[src/rtl/bell_pkg.sv]
// Shared definitions for the alarm/chime bell scheduler.
// State encoding, counter widths and default timing parameters.
package bell_pkg;

    typedef enum logic [1:0] {
        ST_IDLE   = 2'd0,
        ST_RING   = 2'd1,
        ST_SNOOZE = 2'd2,
        ST_CHIME  = 2'd3
    } bellState_t;

    localparam int RING_SEC_DEF   = 60;
    localparam int SNOOZE_SEC_DEF = 300;
    localparam int MAX_SNOOZE_DEF = 3;

    localparam int RING_W = 6;
    localparam int SNZ_W  = 9;

    function automatic logic bcdIs(
        input logic [3:0] hi,
        input logic [3:0] lo,
        input logic [3:0] wantHi,
        input logic [3:0] wantLo
    );
        return (hi == wantHi) && (lo == wantLo);
    endfunction

endpackage

[src/rtl/bell_sec_timer.sv]
// Seconds up-counter: advances on tick, clears on demand,
// and holds at its terminal count with done raised.
module bell_sec_timer #(
    parameter int W    = 6,
    parameter int TERM = 59
) (
    input  logic         clk,
    input  logic         rst,
    input  logic         clr,
    input  logic         tick,
    output logic [W-1:0] count,
    output logic         done
);

    assign done = (count == W'(TERM));

    always_ff @(posedge clk or posedge rst) begin
        if (rst) begin
            count <= '0;
        end else if (clr) begin
            count <= '0;
        end else if (tick && !done) begin
            count <= count + 1'b1;
        end
    end

endmodule

[src/rtl/bell_scheduler.sv]
// Alarm bell with ring/snooze sequencing and an hourly chime
// in the last ten seconds of each hour.
module bell_scheduler
    import bell_pkg::*;
#(
    parameter int RING_SEC   = RING_SEC_DEF,
    parameter int SNOOZE_SEC = SNOOZE_SEC_DEF,
    parameter int MAX_SNOOZE = MAX_SNOOZE_DEF
) (
    input  logic       clk,
    input  logic       rst,
    input  logic       tick_1hz,
    input  logic       alarm_en,
    input  logic       chime_en,
    input  logic       alarm_match,
    input  logic       snooze_key,
    input  logic       stop_key,
    input  logic [3:0] m_cntH,
    input  logic [3:0] m_cntL,
    input  logic [3:0] s_cntH,
    input  logic [3:0] s_cntL,
    output logic       buzz,
    output logic       tone_sel,
    output logic [1:0] state
);

    bellState_t stQ;
    logic       matchQ;
    logic [1:0] snoozeCnt;

    logic [RING_W-1:0] ringCnt;
    logic [SNZ_W-1:0]  snzCnt;
    logic              ringDone;
    logic              snzDone;

    logic isIdle, isRing, isSnz, isChime;
    logic trigger, kill, snoozeGo;
    logic ringTick, snzTick, wake;
    logic chimeStart, chimeEnd, armed;
    logic ringClr;

    assign isIdle  = (stQ == ST_IDLE);
    assign isRing  = (stQ == ST_RING);
    assign isSnz   = (stQ == ST_SNOOZE);
    assign isChime = (stQ == ST_CHIME);

    assign trigger  = alarm_en && alarm_match && !matchQ;
    assign armed    = (isIdle || isChime) && trigger;
    assign kill     = (isRing || isSnz) && (!alarm_en || stop_key);
    assign snoozeGo = isRing && !kill && snooze_key
                    && (snoozeCnt < 2'(MAX_SNOOZE));

    // A key-driven move swallows a coincident tick.
    assign ringTick = isRing && !kill && !snoozeGo && tick_1hz;
    assign snzTick  = isSnz && !kill && tick_1hz;
    assign wake     = snzTick && snzDone;

    assign chimeStart = isIdle && !trigger && tick_1hz && chime_en
                      && bcdIs(m_cntH, m_cntL, 4'd5, 4'd9)
                      && bcdIs(s_cntH, s_cntL, 4'd5, 4'd0);
    assign chimeEnd   = isChime && !trigger
                      && (!chime_en
                          || bcdIs(s_cntH, s_cntL, 4'd0, 4'd0));

    assign ringClr = armed || wake;

    bell_sec_timer #(
        .W    (RING_W),
        .TERM (RING_SEC - 1)
    ) ringTimer (
        .clk   (clk),
        .rst   (rst),
        .clr   (ringClr),
        .tick  (ringTick),
        .count (ringCnt),
        .done  (ringDone)
    );

    bell_sec_timer #(
        .W    (SNZ_W),
        .TERM (SNOOZE_SEC - 1)
    ) snzTimer (
        .clk   (clk),
        .rst   (rst),
        .clr   (snoozeGo),
        .tick  (snzTick),
        .count (snzCnt),
        .done  (snzDone)
    );

    logic unusedBits;
    assign unusedBits = ^{snzCnt, ringCnt[RING_W-1:2]};

    assign state = stQ;

    always_ff @(posedge clk or posedge rst) begin
        if (rst) begin
            stQ       <= ST_IDLE;
            matchQ    <= 1'b0;
            snoozeCnt <= 2'd0;
            buzz      <= 1'b0;
            tone_sel  <= 1'b0;
        end else begin
            matchQ <= alarm_match;

            unique case (stQ)
                ST_RING: begin
                    buzz     <= ~ringCnt[0];
                    tone_sel <= ringCnt[1];
                end
                ST_CHIME: begin
                    buzz     <= (s_cntH == 4'd5) && s_cntL[0];
                    tone_sel <= (s_cntL == 4'd9);
                end
                default: begin
                    buzz     <= 1'b0;
                    tone_sel <= 1'b0;
                end
            endcase

            unique case (1'b1)
                kill: begin
                    stQ <= ST_IDLE;
                end
                armed: begin
                    stQ       <= ST_RING;
                    snoozeCnt <= 2'd0;
                end
                snoozeGo: begin
                    stQ       <= ST_SNOOZE;
                    snoozeCnt <= snoozeCnt + 2'd1;
                end
                (ringTick && ringDone): begin
                    stQ <= ST_IDLE;
                end
                wake: begin
                    stQ <= ST_RING;
                end
                chimeStart: begin
                    stQ <= ST_CHIME;
                end
                chimeEnd: begin
                    stQ <= ST_IDLE;
                end
                default: begin
                end
            endcase
        end
    end

endmodule

[config.mk]
export PLATFORM = sky130hd
export DESIGN_NAME = bell_scheduler
export DESIGN_NICKNAME = d
export VERILOG_FILES = /design/src/rtl/bell_pkg.sv /design/src/rtl/bell_sec_timer.sv /design/src/rtl/bell_scheduler.sv
export SDC_FILE = /design/constraint.sdc
export NUM_CORES = 1
export LEC_CHECK = 0
export CORE_MARGIN = 3
export CORE_UTILIZATION = 40
export CTS_BUF_LIST = sky130_fd_sc_hd__clkbuf_2 sky130_fd_sc_hd__clkbuf_4 sky130_fd_sc_hd__clkbuf_8
export DETAILED_ROUTE_END_ITERATION = 7
export PLACE_DENSITY = 0.66
export SETUP_SLACK_MARGIN = 0.5
export SLEW_MARGIN = 10
export SYNTH_ARGS = -nofsm -noshare
export SYNTH_HDL_FRONTEND = slang
export SYNTH_SLANG_ARGS = --single-unit
export TNS_END_PERCENT = 10
[constraint.sdc]
create_clock -name clk -period 2.18 [get_ports clk]
set_clock_uncertainty 0.15 [all_clocks]
set_input_delay 0.327 -clock clk [delete_from_list [all_inputs] [get_ports clk]]
set_output_delay 0.327 -clock clk [all_outputs]
set_load 0.05 [all_outputs]
== After elaboration in Yosys (flattened, before gate mapping) ==
Index checks and enable logic that the tools add are counted.
Word-level totals
  output and inout bits: 4
  input port bits: 24
  word-level logic and storage cells: 77
  register bits after elaboration: 22
Cells by class
  magnitude comparators: 1
  bitwise gates (word level): 1
  muxes and demuxes: 8
  reductions and logical operators: 48
  add/sub/neg operators: 3
  eq/ne operators: 9
Operators with widths (count)
  $logic_and A1 B1 Y1: 26
  $mux W9: 2
  $mux W6: 2
  $add A9 B1 Y9 const B: 1
  $eq A9 B9 Y1 const B: 1
  $eq A4 B3 Y1 const B: 2
  $eq A4 B4 Y1 const B: 2
  $logic_not A1 Y1: 8
  $logic_not A4 Y1: 2
  $pmux W2 S4: 1
  $add A6 B1 Y6 const B: 1
  $eq A6 B6 Y1 const B: 1
  $reduce_bool A2 Y1: 3
  $logic_or A1 B1 Y1: 5
  $eq A2 B2 Y1 const B: 2
  $pmux W1 S2: 2
  $pmux W2 S2: 1
  $reduce_bool A4 Y1: 1
  $reduce_or A3 Y1: 1
  $add A2 B1 Y2 const B: 1
  $eq A2 B1 Y1 const B: 1
  $logic_not A2 Y1: 1
  $lt A2 B2 Y1 const B: 1
  $reduce_or A2 Y1: 1
  $not A1 Y1: 1

== Longest topological paths before layout ==
  depth after elaboration: 13
  mapped depth: 7
  mapped depth without buffers: 7

== Modules after synthesis ==
From an unflattened synthesis, not the netlist that was laid out.
Unflattened totals
  cells, all modules: 139
  area total of the unflattened synthesis: 1363.8 sq um
Modules (own cells, without submodules)
  bell_scheduler: sequential area each 175.2 sq um, instances 1, area each 514.2 sq um, cells each 49
  bell_sec_timer at snzTimer: sequential area each 225.2 sq um, instances 1, area each 488.0 sq um, cells each 51
  bell_sec_timer at ringTimer: sequential area each 150.1 sq um, instances 1, area each 361.6 sq um, cells each 39

== Worst setup path after synthesis ==
No wires, ideal clock.
  path type: flip-flop to flip-flop
  start: register stQ[0], in the netlist state[0]
  end: register stQ[0], in the netlist state[0]
  data arrival time: 2.044 ns
  setup time: 0.126 ns
  path buffers: 0
  data required time: 1.904 ns
  period minus slack after synthesis: 2.320 ns
  slack: -0.140 ns
  cell stages (with the launch flop): 7
  path through: dfrtp_1 -> inv_1 -> ha_1 -> a211oi_2 -> nand2_1 -> and3_4 -> a311o_1
Between the ends
  word-level cells in the longest chain between the ends: 13
  elaborated cells on any way between the ends: 30
  those cells by class: eq/ne: 3; mux: 1; reduce/logical: 26
RTL lines
  from (decl): RTL line bell_scheduler.sv:27  | bellState_t stQ;
  from (signal assigned): RTL line bell_scheduler.sv:98  | stQ <= ST_IDLE;
  from (signal assigned): RTL line bell_scheduler.sv:123  | stQ <= ST_IDLE;
  from (signal assigned): RTL line bell_scheduler.sv:126  | stQ <= ST_RING;
  $eq A2 B1 Y1 or $eq A2 B2 Y1 (tied branches): RTL line bell_scheduler.sv:43, bell_scheduler.sv:44
  $logic_or A1 B1 Y1: RTL line bell_scheduler.sv:49  | assign kill = (isRing || isSnz) && (!alarm_en || stop_key);
  $logic_and A1 B1 Y1: RTL line bell_scheduler.sv:49
  $logic_not A1 Y1: RTL line bell_scheduler.sv:50, bell_scheduler.sv:54, bell_scheduler.sv:55
  $logic_and A1 B1 Y1: RTL line bell_scheduler.sv:50, bell_scheduler.sv:54
  $logic_and A1 B1 Y1: RTL line bell_scheduler.sv:50  | assign snoozeGo = isRing && !kill && snooze_key
  $logic_and A1 B1 Y1: RTL line bell_scheduler.sv:51  | && (snoozeCnt < 2'(MAX_SNOOZE));
  $logic_not A1 Y1: RTL line bell_scheduler.sv:54  | assign ringTick = isRing && !kill && !snoozeGo && tick_1hz;
  $logic_and A1 B1 Y1 (2 in series): RTL line bell_scheduler.sv:54
  $logic_and A1 B1 Y1: RTL line bell_scheduler.sv:133  | (ringTick && ringDone): begin
  $reduce_or A3 Y1 (no line)
  $pmux W2 S4 or $reduce_bool A4 Y1 (tied branches)
Several ways; a longest one is shown, not always the timed one.
A chain may end at the register's enable or synchronous reset.

== Worst setup path in the final report ==
  start: input s_cntH[3]
  end: register stQ[0], in the netlist state[0]
Between the ends
  word-level cells in the longest chain between the ends: 6
  elaborated cells on any way between the ends: 10
  those cells by class: eq/ne: 1; mux: 1; reduce/logical: 8
RTL lines
  from (decl): RTL line bell_scheduler.sv:20  | input logic [3:0] s_cntH,
  $logic_not A4 Y1: RTL line bell_pkg.sv:25  | return (hi == wantHi) && (lo == wantLo);
  $logic_and A1 B1 Y1: RTL line bell_pkg.sv:25
  $logic_or A1 B1 Y1: RTL line bell_scheduler.sv:63  | || bcdIs(s_cntH, s_cntL, 4'd0, 4'd0));
  $logic_and A1 B1 Y1: RTL line bell_scheduler.sv:62  | && (!chime_en
  $reduce_or A3 Y1 (no line)
  $pmux W2 S4 or $reduce_bool A4 Y1 (tied branches)
  to (signal assigned): RTL line bell_scheduler.sv:123
  to (signal assigned): RTL line bell_scheduler.sv:126
  to (signal assigned): RTL line bell_scheduler.sv:130  | stQ <= ST_SNOOZE;
Several ways; a longest one is shown, not always the timed one.

==> results.md <==
- Status: finished clean
- H-tree depth reported by CTS: 1
- Number of global-route vias before repair: 1039
- Row cnt: 19
- Wire per inst: 14.94 um
- Area delta synth->final: 43.34%
- Area leader, netlist: dfrtp_1
- Final WS setup: 347.7 ps
- Post-synth EDFFs: 0
- DRT Pass-1 Iters: 4
- Asr flop ratio synth: 1.000
- Synth Warn #: 0
- Placer Congestion: 0.7811
- GRT Total Usage: 0.1653
- Ports: 28
- Final period util: 0.8405
- Average size of a mapped cell: 9.684 um2
- CTS Buffer Depth: 2
- Pins Over Slew Limit: 0
- Via/cell ratio: 5.348
- Sequential area share after synthesis: 0.4476
- Logic pwr share: 0.397
- CP startpoint kind: input pin
- P_sw: 525.3 uW
- Final hold viol count: 0
- Critical Path AT: 1890 ps
- Share of cells above drive strength 1: 0.2156
- DR DRC count: 0
- CP endpoint kind: flip-flop
- Fin crit period: 1832 ps
- Sw Ratio: 0.3595
- Total number of vias: 1059
- Layer with the highest usage: met2
- Root buffer cell: clkbuf_4
- Synth Register Bits: 22
- CTS tree: yes
- Number of buffers created by CTS: 3
- Peak supply drop: 0.0004001 V
- Top post-synthesis cells by area: dfrtp_1 45%, ha_1 7.1%, xor2_1 7.1%, nor2_1 5.5%, nand3_1 4.1%
- Most frequent cells after synthesis: 22 x dfrtp_1, 18 x nor2_1, 10 x nand2_1, 10 x nand3_1, 10 x xor2_1
- Clk_lat worst skew: 320 ps
- Slowest stage delay, CP: 480 ps
- Antenna-violating nets left: 0
- Post-place setup slack: -112.0 ps
- Crit Path Category: input pin to flip-flop
- PortBufs: 27
- Number of max-cap violations: 0
- Die Area: 3776 um2
- Die Y: 61.45 um
- Initial Utilization: 0.4311
- Congestion Overflow GR: 0
- Fmax: 545.8 MHz
- Clock power share: 0.217
- First-pass GRT wire length: 4560 um
- Post-Layout Cell Count: 198
- Post-placement cell count: 189
- Most frequent cell after synthesis: dfrtp_1
- Grt met1 use: 0.1995
- Synth Flop Type: dfrtp_1
- Largest net degree at the start of global routing: 23
- Cell variety after synth: 35
- Core Area: 2853 um2
- Initial antenna violation count: 0
- Seq pwr share: 0.386
- Crit path required time: 2230 ps
- Critical Path, Cell by Cell: clkdlybuf4s50_1, or4_4, o21ai_2, nand3_1, and3_4, a311o_1
- Antenna Diode Count: 0
- Worst Path Max Fanout: 2
- RSZ-0062 raised after global routing: true
- GR Util met3: 0.02516
- Die Width: 61.45 um
- Met2 Resource Use GR: 0.2900
- DR iter-0 viols: 59
- Syn Std Cell Area: 1230 um2
- Slowest cell on the critical path: or4_4
- Internal power: 936.0 uW
- # setup viols final: 0
- Final setup TNS: 0 ps
- Clock sink count: 22
- # fillers: 248
- Syn Nets: 158
- Least-Margin Pin Slew: 499.3 ps
- Rel. slew slack: 0.6666
- Leakage: 0.8412 nW
- Worst hold path class: input pin to asynchronous set/reset pin
- HPWL Detailed: 2111 um
- DRT Wirelength: 2958 um
- Power Density: 828.9 nW/um2
- Clk slew on worst S/H paths: 130 ps
- Synth Instances: 127
- Post-synth top area share: 0.4476
- Final #Nets: 199
cell usage in the layout, fill, tap and decap left out, drive strengths merged, types with 3 or more instances in the layout:
cell and instances:
and3 4, inv 4, nand3 10, xnor2 3
nand4 8, dfrtp 22, nor2 18, nand2 10
buf 11, clkdlybuf4s50 18, nor2b 3, ha 7
and2 3, clkbuf 3, dlymetal6s2s 6, o21ai 3
xor2 10
state kept, by name, indices dropped and copies added (netlist names):
name,flops
matchQ,1
ringTimer.count,6
buzz,1
snoozeCnt,2
snzTimer.count,9
tone_sel,1
state,2
stage by stage:
step / power [mW] / area (um2) / util / hold WS [ps]
floorplan: 0.9018 / 1252 / - / 166.1
global placement: 1.061 / 1595 / 0.5592 / 340.2
detailed placement: 1.082 / 1595 / 0.5592 / 344.8
CTS: 1.392 / 1654 / 0.5798 / 192.1
global route: 1.565 / 1763 / 0.6180 / 182.9
finish: 1.461 / 1763 / 0.6180 / 181.7
critical path: cells and delay by family:
kind            cells  cell delay [ps]
buf+inv             1              420
simple gates        3              760
compound gates      2              390
routing by layer:
metal,share of wire,vias up,routed length [um]
met5,0,-,0
met4,0.017,0,49
met3,0.020,4,58
met2,0.53,12,1560
met1,0.44,512,1289
li1,-,531,-
logic make-up after synthesis:
kind of cell | Yosys count | share of synthesized area
AND/OR/NAND/NOR | 67 | 0.2910
flip-flops | 22 | 0.4476
XOR/XNOR | 13 | 0.09257
AO/OA/AOI/OAI | 11 | 0.06613
adder cells (fa/ha/maj) | 7 | 0.07121
buffers and inverters | 5 | 0.01525
multiplexers | 2 | 0.01628
layout make-up:
cell class	count	area, um2	area share
multi-input combinational	100	748.2	0.4244
sequential	22	553.0	0.3137
timing repair buffer	37	352.8	0.2001
tap	31	38.79	0.02200
clock inverter	1	30.03	0.01703
clock buffer	3	22.52	0.01278
inverter	4	17.52	0.009936
worst paths after layout:
kind	from	to	slack, ps	cells after the start
worst max-delay path	s_cntH[3]	state[0]	350	6
worst min register to register	snoozeCnt[0]	snoozeCnt[0]	360	1
max in group asynchronous	rst	state[0]	1460	3
min in group clk	s_cntL[2]	tone_sel	220	3
worst max register to register	state[1]	state[0]	370	6
worst min-delay path	rst	ringTimer.count[3]	180	3
power by group through the flow:
stage / clock (mW) / combinational [mW] / sequential (mW)
2_1_floorplan: 0 / 0.270 / 0.632
3_3_place_gp: 0 / 0.495 / 0.566
3_5_place_dp: 0 / 0.510 / 0.572
4_1_cts: 0.323 / 0.509 / 0.560
5_1_grt: 0.346 / 0.639 / 0.580
6_report: 0.317 / 0.579 / 0.565
repair_timing:
item | in CTS | in global routing
hold buffers | 0 | 0
gates resized for setup | 9 | 19
pin swaps | 1 | 11
setup endpoints to repair | 22 | 22
buffers inserted | 1 | 4
No activity file was read; power rests on OpenSTA's default activity.
